[src/rtl/fishing_level_sequencer.sv]
// Game-flow controller for the fishing scene: slow game tick, level sequencing,
// per-level fish geometry, datapath motion enables and saturating score.
module fishing_level_sequencer #(
  parameter int TICK_DIV    = 500000,
  parameter int REEL_TOP    = 105,
  parameter int SLACK_TICKS = 30
) (
  input  logic       clk,
  input  logic       rst,
  input  logic       btn_up_i,
  input  logic       btn_down_i,
  input  logic       btn_left_i,
  input  logic       btn_right_i,
  input  logic       hook_hit_i,
  input  logic [9:0] fish_y_i,
  output logic       tick_o,
  output logic       load_level_o,
  output logic [1:0] level_o,
  output logic [9:0] fish_y_start_o,
  output logic [4:0] fish_half_h_o,
  output logic [6:0] fish_len_o,
  output logic [2:0] fish_speed_o,
  output logic       fish_visible_o,
  output logic       line_drop_en_o,
  output logic       player_move_en_o,
  output logic       reel_en_o,
  output logic       win_o,
  output logic [7:0] score_o
);

  localparam int CW = (TICK_DIV > 2) ? $clog2(TICK_DIV) : 1;
  localparam int SW = $clog2(SLACK_TICKS + 1);

  typedef enum logic [1:0] {LOAD, FISH, REEL, WIN} state_e;

  typedef struct packed {
    logic [9:0] y;
    logic [4:0] half;
    logic [6:0] len;
    logic [2:0] speed;
  } geom_t;

  function automatic geom_t geomOf(input logic [1:0] lvl);
    geom_t g;
    case (lvl)
      2'd0:    g = '{10'd470, 5'd10, 7'd60, 3'd2};
      2'd1:    g = '{10'd380, 5'd8,  7'd40, 3'd2};
      2'd2:    g = '{10'd290, 5'd5,  7'd20, 3'd3};
      default: g = '{10'd200, 5'd3,  7'd10, 3'd3};
    endcase
    return g;
  endfunction

  logic [CW-1:0] cnt_q;
  logic          tick_q;
  state_e        state_q;
  logic [1:0]    level_q;
  geom_t         geom_q;
  logic [7:0]    score_q;
  logic [SW-1:0] slack_q;
  logic [3:0]    btn_prev_q;
  logic          load_level_q, fish_visible_q, line_drop_q, player_move_q, reel_en_q, win_q;

  logic [3:0] btns, rise;
  logic       landed, tick_next;
  logic [8:0] score_sum;
  logic [7:0] score_d;

  assign btns      = {btn_up_i, btn_down_i, btn_left_i, btn_right_i};
  assign rise      = btns & ~btn_prev_q;
  assign landed    = (fish_y_i <= 10'(REEL_TOP));
  assign score_sum = {1'b0, score_q} + {1'b0, (8'd1 << level_q)};
  assign score_d   = score_sum[8] ? 8'hFF : score_sum[7:0];
  // Registered tick is set one cycle ahead so it is high while cnt_q == TICK_DIV-1.
  assign tick_next = (cnt_q == CW'(TICK_DIV - 2));

  always_ff @(posedge clk or posedge rst) begin
    if (rst) begin
      cnt_q  <= '0;
      tick_q <= 1'b0;
    end else begin
      tick_q <= tick_next;
      cnt_q  <= (cnt_q == CW'(TICK_DIV - 1)) ? '0 : cnt_q + 1'b1;
    end
  end

  always_ff @(posedge clk or posedge rst) begin
    if (rst) begin
      state_q        <= LOAD;
      level_q        <= 2'd0;
      geom_q         <= geomOf(2'd0);
      score_q        <= 8'd0;
      slack_q        <= '0;
      btn_prev_q     <= 4'd0;
      load_level_q   <= 1'b0;
      fish_visible_q <= 1'b0;
      line_drop_q    <= 1'b0;
      player_move_q  <= 1'b0;
      reel_en_q      <= 1'b0;
      win_q          <= 1'b0;
    end else begin
      // State cannot change in the cycle before a tick, so this lands in the LOAD tick cycle.
      load_level_q   <= tick_next && (state_q == LOAD);
      fish_visible_q <= (state_q == FISH) || (state_q == REEL);
      line_drop_q    <= (state_q == FISH);
      player_move_q  <= (state_q == FISH);
      reel_en_q      <= (state_q == REEL) && btn_up_i;
      win_q          <= (state_q == WIN);

      if (tick_q) begin
        btn_prev_q <= btns;
        case (state_q)
          LOAD: begin
            state_q <= FISH;
            slack_q <= '0;
          end
          FISH: begin
            if (btn_up_i && hook_hit_i) begin
              state_q <= REEL;
              slack_q <= '0;
            end
          end
          REEL: begin
            if (landed) begin
              score_q <= score_d;
              if (level_q == 2'd3) begin
                state_q <= WIN;
              end else begin
                level_q <= level_q + 2'd1;
                geom_q  <= geomOf(level_q + 2'd1);
                state_q <= LOAD;
              end
            end else if (!btn_up_i) begin
              if (slack_q == SW'(SLACK_TICKS - 1)) begin
                state_q <= LOAD;
                slack_q <= '0;
              end else begin
                slack_q <= slack_q + 1'b1;
              end
            end else begin
              slack_q <= '0;
            end
          end
          WIN: begin
            // Only a fresh press restarts; a button held into WIN shows no edge.
            if (|rise) begin
              level_q <= 2'd0;
              geom_q  <= geomOf(2'd0);
              state_q <= LOAD;
            end
          end
          default: state_q <= LOAD;
        endcase
      end
    end
  end

  assign tick_o           = tick_q;
  assign load_level_o     = load_level_q;
  assign level_o          = level_q;
  assign fish_y_start_o   = geom_q.y;
  assign fish_half_h_o    = geom_q.half;
  assign fish_len_o       = geom_q.len;
  assign fish_speed_o     = geom_q.speed;
  assign fish_visible_o   = fish_visible_q;
  assign line_drop_en_o   = line_drop_q;
  assign player_move_en_o = player_move_q;
  assign reel_en_o        = reel_en_q;
  assign win_o            = win_q;
  assign score_o          = score_q;

endmodule

[config.mk]
export PLATFORM = sky130hd
export DESIGN_NAME = fishing_level_sequencer
export DESIGN_NICKNAME = d
export VERILOG_FILES = /design/src/rtl/fishing_level_sequencer.sv
export SDC_FILE = /design/constraint.sdc
export NUM_CORES = 1
export LEC_CHECK = 0
export CORE_MARGIN = 10
export CORE_UTILIZATION = 45
export DETAILED_ROUTE_END_ITERATION = 12
export GPL_ROUTABILITY_DRIVEN = 0
export PLACE_DENSITY = 0.7
export SETUP_SLACK_MARGIN = 0.05
export SLEW_MARGIN = 20
export SYNTH_ARGS = -nofsm -noshare
export SYNTH_HDL_FRONTEND = slang
export SYNTH_SLANG_ARGS = --single-unit
[constraint.sdc]
create_clock -name clk -period 5.3 [get_ports clk]
set_input_delay 1.325 -clock clk [delete_from_list [all_inputs] [get_ports clk]]
set_output_delay 1.325 -clock clk [all_outputs]
set_load 0.005 [all_outputs]
==> reports/metrics.csv, run 1 <==
stage,metric,value,unit
outcome,status,"complete, no violations",
global_routing,grt_max_degree,41,
worst_setup_path,r2r_slack,2720,ps
floorplanning,row_count,28,
route,viasPerCell,5.19,
yosys,seq_area_frac_synth,0.475,
min_path,hold_depth,1,
floorplanning,start_util,0.472,
timing,hold_violations,0,
power_and_ir_drop,power_density,193,nW/um^2
final_layout,finalNonFillerCells,393,
yosys,netlist_area,2860,um^2
worst_setup_path,reg2reg_to,score_o[3]$_DFFE_PP0P_,
route,drtIter0Drc,88,
yosys,async_flop_share,1.00,
timing,timing.slew.headroom,0.580,
clock_network,h-tree-depth,2,
global_routing,grt_pass1_wl,9880,um
worst_setup_path,arrival,3390,ps
yosys,synth_enable_flop_cells,0,
timing,min_period,3160,ps
timing,final-setup-viol-count,0,
min_path,hold_end,fish_y_start_o[5]$_DFFE_PP0P_,
clock_network,cts_buffer_depth,2,
timing,rsz0062_at_grt,no,
timing,post-route-period-util,0.596,
route,drt-total-wl,5790,um
yosys,synth_top_family_by_area,simple AND/OR/NAND/NOR gates,
clock_network,clockRootBuffer,clkbuf_8,
global_routing,antenna_found_initial,0,
placement,post-dp-hpwl,4430,um
timing,fin_skew,12.9,ps
worst_setup_path,critPathKind,primary input to register,
power_and_ir_drop,leakage,0.00154,uW
clock_network,cts.sink_count,54,
clock_network,cts_tree,built,
timing,fin_setup_tns,0,ps
route,dr.pass1.iters,4,
route,post-route-drc-count,0,
route,wire_per_inst,14.7,um
yosys,synth_cell_type_count,48,
floorplanning,ioPinCount,59,
placement,port_buffers,50,
timing,max_freq,316,MHz
clock_network,cts_resized,0,
min_path,worstHoldStart,fish_y_start_o[5]$_DFFE_PP0P_,
worst_setup_path,timing.rr.start,level_o[0]$_DFFE_PP0P_,
job,max_cap_violations,0,
timing,tightest_slew,627,ps
yosys,synth_compound_area_frac,0.0814,
timing,slew_viol_final,0,
yosys,synthFlopType,dfrtp_1,
final_layout,most-common-layout-cells,"50 x clkdlybuf4s50_1, 49 x dfrtp_1, 26 x nand2_1, 25 x nor2_1, 17 x ha_1",
worst_setup_path,worst_setup_path_start_kind,primary input,
yosys,yosysWarnings,0,
global_routing,grt_usage,0.118,
global_routing,grt_overflow,0,
clock_network,postCtsSetupRepairBufs,0,
clock_network,cts_inserted_buffers,5,
power_and_ir_drop,peakVddDrop,0.107,mV
route,via_count,2039,
final_layout,final_common_cell,clkdlybuf4s50_1,
floorplanning,die_w,99.7,um
placement,post-place-cells,385,
yosys,synthMuxAreaShare,0.0608,
yosys,synth_fa_ha_area_frac,0.0814,
worst_setup_path,r2r_cells,9,
yosys,synthCells,277,
yosys,yosys.area_share.simple,0.168,
final_layout,antenna_cells,0,
clock_network,clkTransAtPathRegs,90,ps
min_path,hold_class,register to register,
clock_network,insertion_delay,310,ps
clock_network,cts_hold_buf,0,
final_layout,finalNetCount,352,
route,ant_nets,0,
final_layout,final_util,0.562,
yosys,synth_xor_area_frac,0.0582,
final_layout,drive_above_1_share,0.0849,
worst_setup_path,critPathMaxFanout,8,
final_layout,area_delta_synth_final,19.2,%
floorplanning,coreArea,6060,um^2
worst_setup_path,cp_data_required_time,5530,ps
global_routing,grt_pass1_vias,2094,
worst_setup_path,worstSetupEndpointType,register,
yosys,syn-mean-instance-area,10.3,um^2
yosys,ys_seq_elements,54,
final_layout,fillers,530,
floorplanning,die_h,99.7,um
floorplanning,die_area,9950,um^2
==> metrics by stage <==
stage / total power [uW] / setup slack [ps] / hold slack (ps) / instance area, um^2
2_1_floorplan: 432 / 2480 / 446 / 2880
3_3_place_gp: 444 / 1890 / 470 / 3320
3_5_place_dp: 444 / 1850 / 476 / 3320
4_1_cts: 668 / 2160 / 497 / 3410
5_1_grt: 689 / 2070 / 507 / 3410
6_report: 659 / 2140 / 491 / 3410
==> metal layers <==
metal | share of wire | global-route usage
met5 | 0 | 0
met4 | 0.0085 | 0.0265
met3 | 0.070 | 0.0408
met2 | 0.49 | 0.209
met1 | 0.43 | 0.133
==> cell usage after synthesis, types with 4 or more instances <==
cell / number / area [um^2]
buf_4: 18 / 135
dfrtp_1: 49 / 1230
dfstp_2: 5 / 131
ha_1: 17 / 213
inv_1: 14 / 52.6
mux2_2: 9 / 101
mux2i_1: 5 / 50.1
nand2_1: 26 / 97.6
nand3_1: 13 / 65.1
nand4_1: 5 / 31.3
nor2_1: 25 / 93.8
nor2b_1: 4 / 25.0
nor3_1: 5 / 25.0
o21ai_0: 7 / 35.0
o22a_1: 4 / 35.0
xnor2_1: 7 / 61.3
xor2_1: 12 / 105
==> area by class of cell <==
type / count / area (um^2) / area share
Clock buffer: 7 / 76.3 / 0.0224
Clock inverter: 1 / 7.51 / 0.00220
Inverter: 14 / 52.6 / 0.0154
Multi-Input combinational cell: 191 / 1310 / 0.385
Sequential cell: 54 / 1360 / 0.398
Tap cell: 75 / 93.8 / 0.0275
Timing Repair Buffer: 51 / 508 / 0.149
==> power by group <==
part           total [uW]  leakage [uW]  internal, uW  switching (uW)
Sequential            412      0.000680           412               0
Clock                 224     0.0000385          93.8             130
Combinational        23.6      0.000823          10.9            12.7
==> sequential cells by signal (all words and copies together), names as in the netlist, 2 cells and up <==
register and flops:
fish_y_start_o 6, score_o 8, state_q 2, cnt_q 19, slack_q 5, btn_prev_q 4
level_o 2
==> worst max-delay path by stage <==
| stage | start | cells after the start | end | slack (ps) |
|---|---|---|---|---|
| final | btn_up_i | 6 | slack_q[3]$_DFFE_PP0P_ | 2140 |
| after CTS | btn_up_i | 6 | slack_q[3]$_DFFE_PP0P_ | 2160 |
| after detailed placement | btn_up_i | 6 | slack_q[3]$_DFFE_PP0P_ | 1850 |
| after floorplan | fish_y_i[4] | 6 | slack_q[3]$_DFFE_PP0P_ | 2480 |
| after global routing | btn_up_i | 6 | slack_q[3]$_DFFE_PP0P_ | 2070 |
| after global placement | btn_up_i | 6 | slack_q[3]$_DFFE_PP0P_ | 1890 |
==> critical path: stages <==
cell	delay (ps)
clkdlybuf4s50_1	570
nand2_1	80
a21boi_0	280
or3b_1	520
or4_4	560
o211ai_2	70
==> kinds of logic (layout without fill, tap and decap cells) <==
logic type | count (synthesis) | count (layout)
fa+ha+maj | 18 | 18
mux | 16 | 16
simple gates | 98 | 98
xor+xnor | 19 | 19
compound gates | 33 | 33
other cells | 2 | 7
flops | 54 | 54
buf+inv | 37 | 73
Power figures use the tool's default switching activity.
==> run 2: changes to the inputs <==
Settings changed: PLACE_DENSITY 0.7 to 0.72.
Clock period 5.3 ns to 2.7 ns, I/O delays scaled along.
==> reports/metrics.csv, run 2 (synthesis results as in run 1) <==
stage,metric,value,unit,change
timing,max_freq,407,MHz,
final_layout,fillers,517,,-2.5%
clock_network,cts_tree,built,,
timing,post-route-period-util,0.911,,
placement,placed_area,3400,um^2,+2.3%
timing,timing.slew.headroom,0.570,,-0.0105
route,ant_nets,0,,unchanged
timing,rsz0062_at_grt,no,,
route,drtIter0Drc,104,,+18%
worst_setup_path,reg2reg_to,score_o[2]$_DFFE_PP0P_,,
global_routing,grt_max_degree,35,,-15%
clock_network,cts.sink_count,54,,unchanged
global_routing,grt_usage,0.109,,-0.00944
clock_network,insertion_delay,310,ps,about the same
timing,fin_skew,12.4,ps,-0.499 ps
route,post-route-drc-count,0,,unchanged
worst_setup_path,cp_data_required_time,2890,ps,-2640 ps
floorplanning,coreArea,6060,um^2,unchanged
final_layout,largest_reg_flops,19,,unchanged
power_and_ir_drop,leakage,0.00160,uW,+3.7%
worst_setup_path,timing.rr.start,level_o[1]$_DFFE_PP0P_,,
clock_network,clockRootBuffer,clkbuf_8,,
clock_network,h-tree-depth,2,,unchanged
outcome,status,"complete, no violations",,
clock_network,postCtsSetupRepairBufs,0,,unchanged
clock_network,cts_inserted_buffers,5,,unchanged
timing,tightest_slew,643,ps,+15.7 ps
power_and_ir_drop,power_density,387,nW/um^2,+100%
worst_setup_path,arrival,2650,ps,-740 ps
worst_setup_path,r2r_slack,240,ps,-2480 ps
placement,post-dp-hpwl,4350,um,-1.7%
global_routing,antenna_found_initial,0,,unchanged
worst_setup_path,cp-endpoint,score_o[2]$_DFFE_PP0P_,,
power_and_ir_drop,peakVddDrop,0.294,mV,+180%
route,wire_per_inst,14.1,um,-4.3%
worst_setup_path,worst_setup_path_start_kind,register,,
route,drt-total-wl,5640,um,-2.6%
final_layout,final_common_cell,clkdlybuf4s50_1,,
timing,hold_violations,0,,unchanged
placement,port_buffers,50,,unchanged
final_layout,area_delta_synth_final,22.6,%,
floorplanning,die_w,99.7,um,unchanged
worst_setup_path,startpoint,level_o[1]$_DFFE_PP0P_,,
floorplanning,die_area,9950,um^2,unchanged
worst_setup_path,r2r_cells,9,,unchanged
floorplanning,start_util,0.472,,unchanged
timing,min_period,2460,ps,
global_routing,grt_pass1_wl,9230,um,-6.6%
global_routing,grt_pass1_vias,1972,,-5.8%
worst_setup_path,worstSetupEndpointType,register,,
final_layout,finalNetCount,359,,+2.0%
final_layout,regMostFlops,cnt_q,,
floorplanning,ioPinCount,59,,unchanged
job,max_cap_violations,0,,unchanged
route,dr.pass1.iters,4,,unchanged
floorplanning,row_count,28,,unchanged
route,via_count,2013,,-1.3%
worst_setup_path,critPathMaxFanout,7,,-1
timing,fin_setup_tns,0,ps,unchanged
timing,slew_viol_final,0,,unchanged
final_layout,antenna_cells,0,,unchanged
final_layout,finalInstanceArea,3510,um^2,+2.9%
global_routing,grt_overflow,0,,unchanged
clock_network,cts_resized,0,,unchanged
timing,final-setup-viol-count,0,,unchanged
clock_network,clkTransAtPathRegs,100,ps,about the same
clock_network,cts_hold_buf,0,,unchanged
clock_network,cts_buffer_depth,2,,unchanged
route,viasPerCell,5.03,,-3.0%
floorplanning,die_h,99.7,um,unchanged
final_layout,drive_above_1_share,0.111,,+0.0259
worst_setup_path,critPathKind,register to register,,
min_path,hold_class,register to register,,
final_layout,most-common-layout-cells,"50 x clkdlybuf4s50_1, 49 x dfrtp_1, 26 x nand2_1, 25 x nor2_1, 17 x ha_1",,
## run 2: changes by cell type in the layout (fill, tap and decap cells not counted), sizes merged
cell,previous run,this run
clkinvlp,1,0
buf,1,8
clkinv,0,1
## run 2: report_power, final
part           switching (uW)  internal [uW]
clock                     265            236
sequential                  0            808
combinational            25.0           24.2
## run 2: per-layer routing
| layer | GRT usage | vias up | part of all wire |
|---|---|---|---|
| li1 | - | 1020 | - |
| met5 | 0 | - | 0 |
| met2 | 0.176 | 52 | 0.45 |
| met3 | 0.0478 | 5 | 0.087 |
| met1 | 0.133 | 936 | 0.45 |
| met4 | 0.0165 | 0 | 0.0053 |
## run 2: how the worst min path moves through the flow
| stage | from | endpoint | cells past startpoint |
|---|---|---|---|
| 2_1_floorplan | slack_q[4]$_DFFE_PP0P_ | slack_q[4]$_DFFE_PP0P_ | 1 |
| 3_3_place_gp | fish_y_start_o[5]$_DFFE_PP0P_ | fish_y_start_o[5]$_DFFE_PP0P_ | 1 |
| 3_5_place_dp | fish_y_start_o[5]$_DFFE_PP0P_ | fish_y_start_o[5]$_DFFE_PP0P_ | 1 |
| 4_1_cts | slack_q[4]$_DFFE_PP0P_ | slack_q[4]$_DFFE_PP0P_ | 1 |
| 5_1_grt | slack_q[4]$_DFFE_PP0P_ | slack_q[4]$_DFFE_PP0P_ | 1 |
| 6_report | slack_q[4]$_DFFE_PP0P_ | slack_q[4]$_DFFE_PP0P_ | 1 |
## run 2: metrics by stage
| step | setup WS [ps] | hold slack (ps) | util | power [uW] | std cells |
|---|---|---|---|---|---|
| global route | 54.4 | 519 | 0.579 | 1410 | 400 |
| CTS | 230 | 494 | 0.579 | 1380 | 400 |
| floorplan | 363 | 446 | - | 848 | 282 |
| finish | 240 | 496 | 0.579 | 1360 | 400 |
| global placement | 83.4 | 471 | 0.561 | 874 | 392 |
| detailed placement | 25.8 | 476 | 0.561 | 875 | 392 |
## run 2: critical path, cell delays in order, from the launching register on
cell and delay [ps]:
dfrtp_1 480, inv_1 120, ha_1 220, ha_1 220
fa_1 440, a21o_1 210, a21oi_1 180, or3_1 160
nand2_1 120, o22a_1 200
## run 2: area by class of cell
class,instances,area [um^2],area share
Tap cell,75,93.8,0.0268
Clock buffer,7,96.3,0.0275
Timing Repair Buffer,58,586,0.167
Multi-Input combinational cell,191,1310,0.374
Sequential cell,54,1360,0.387
Inverter,14,52.6,0.0150
Clock inverter,1,8.76,0.00250
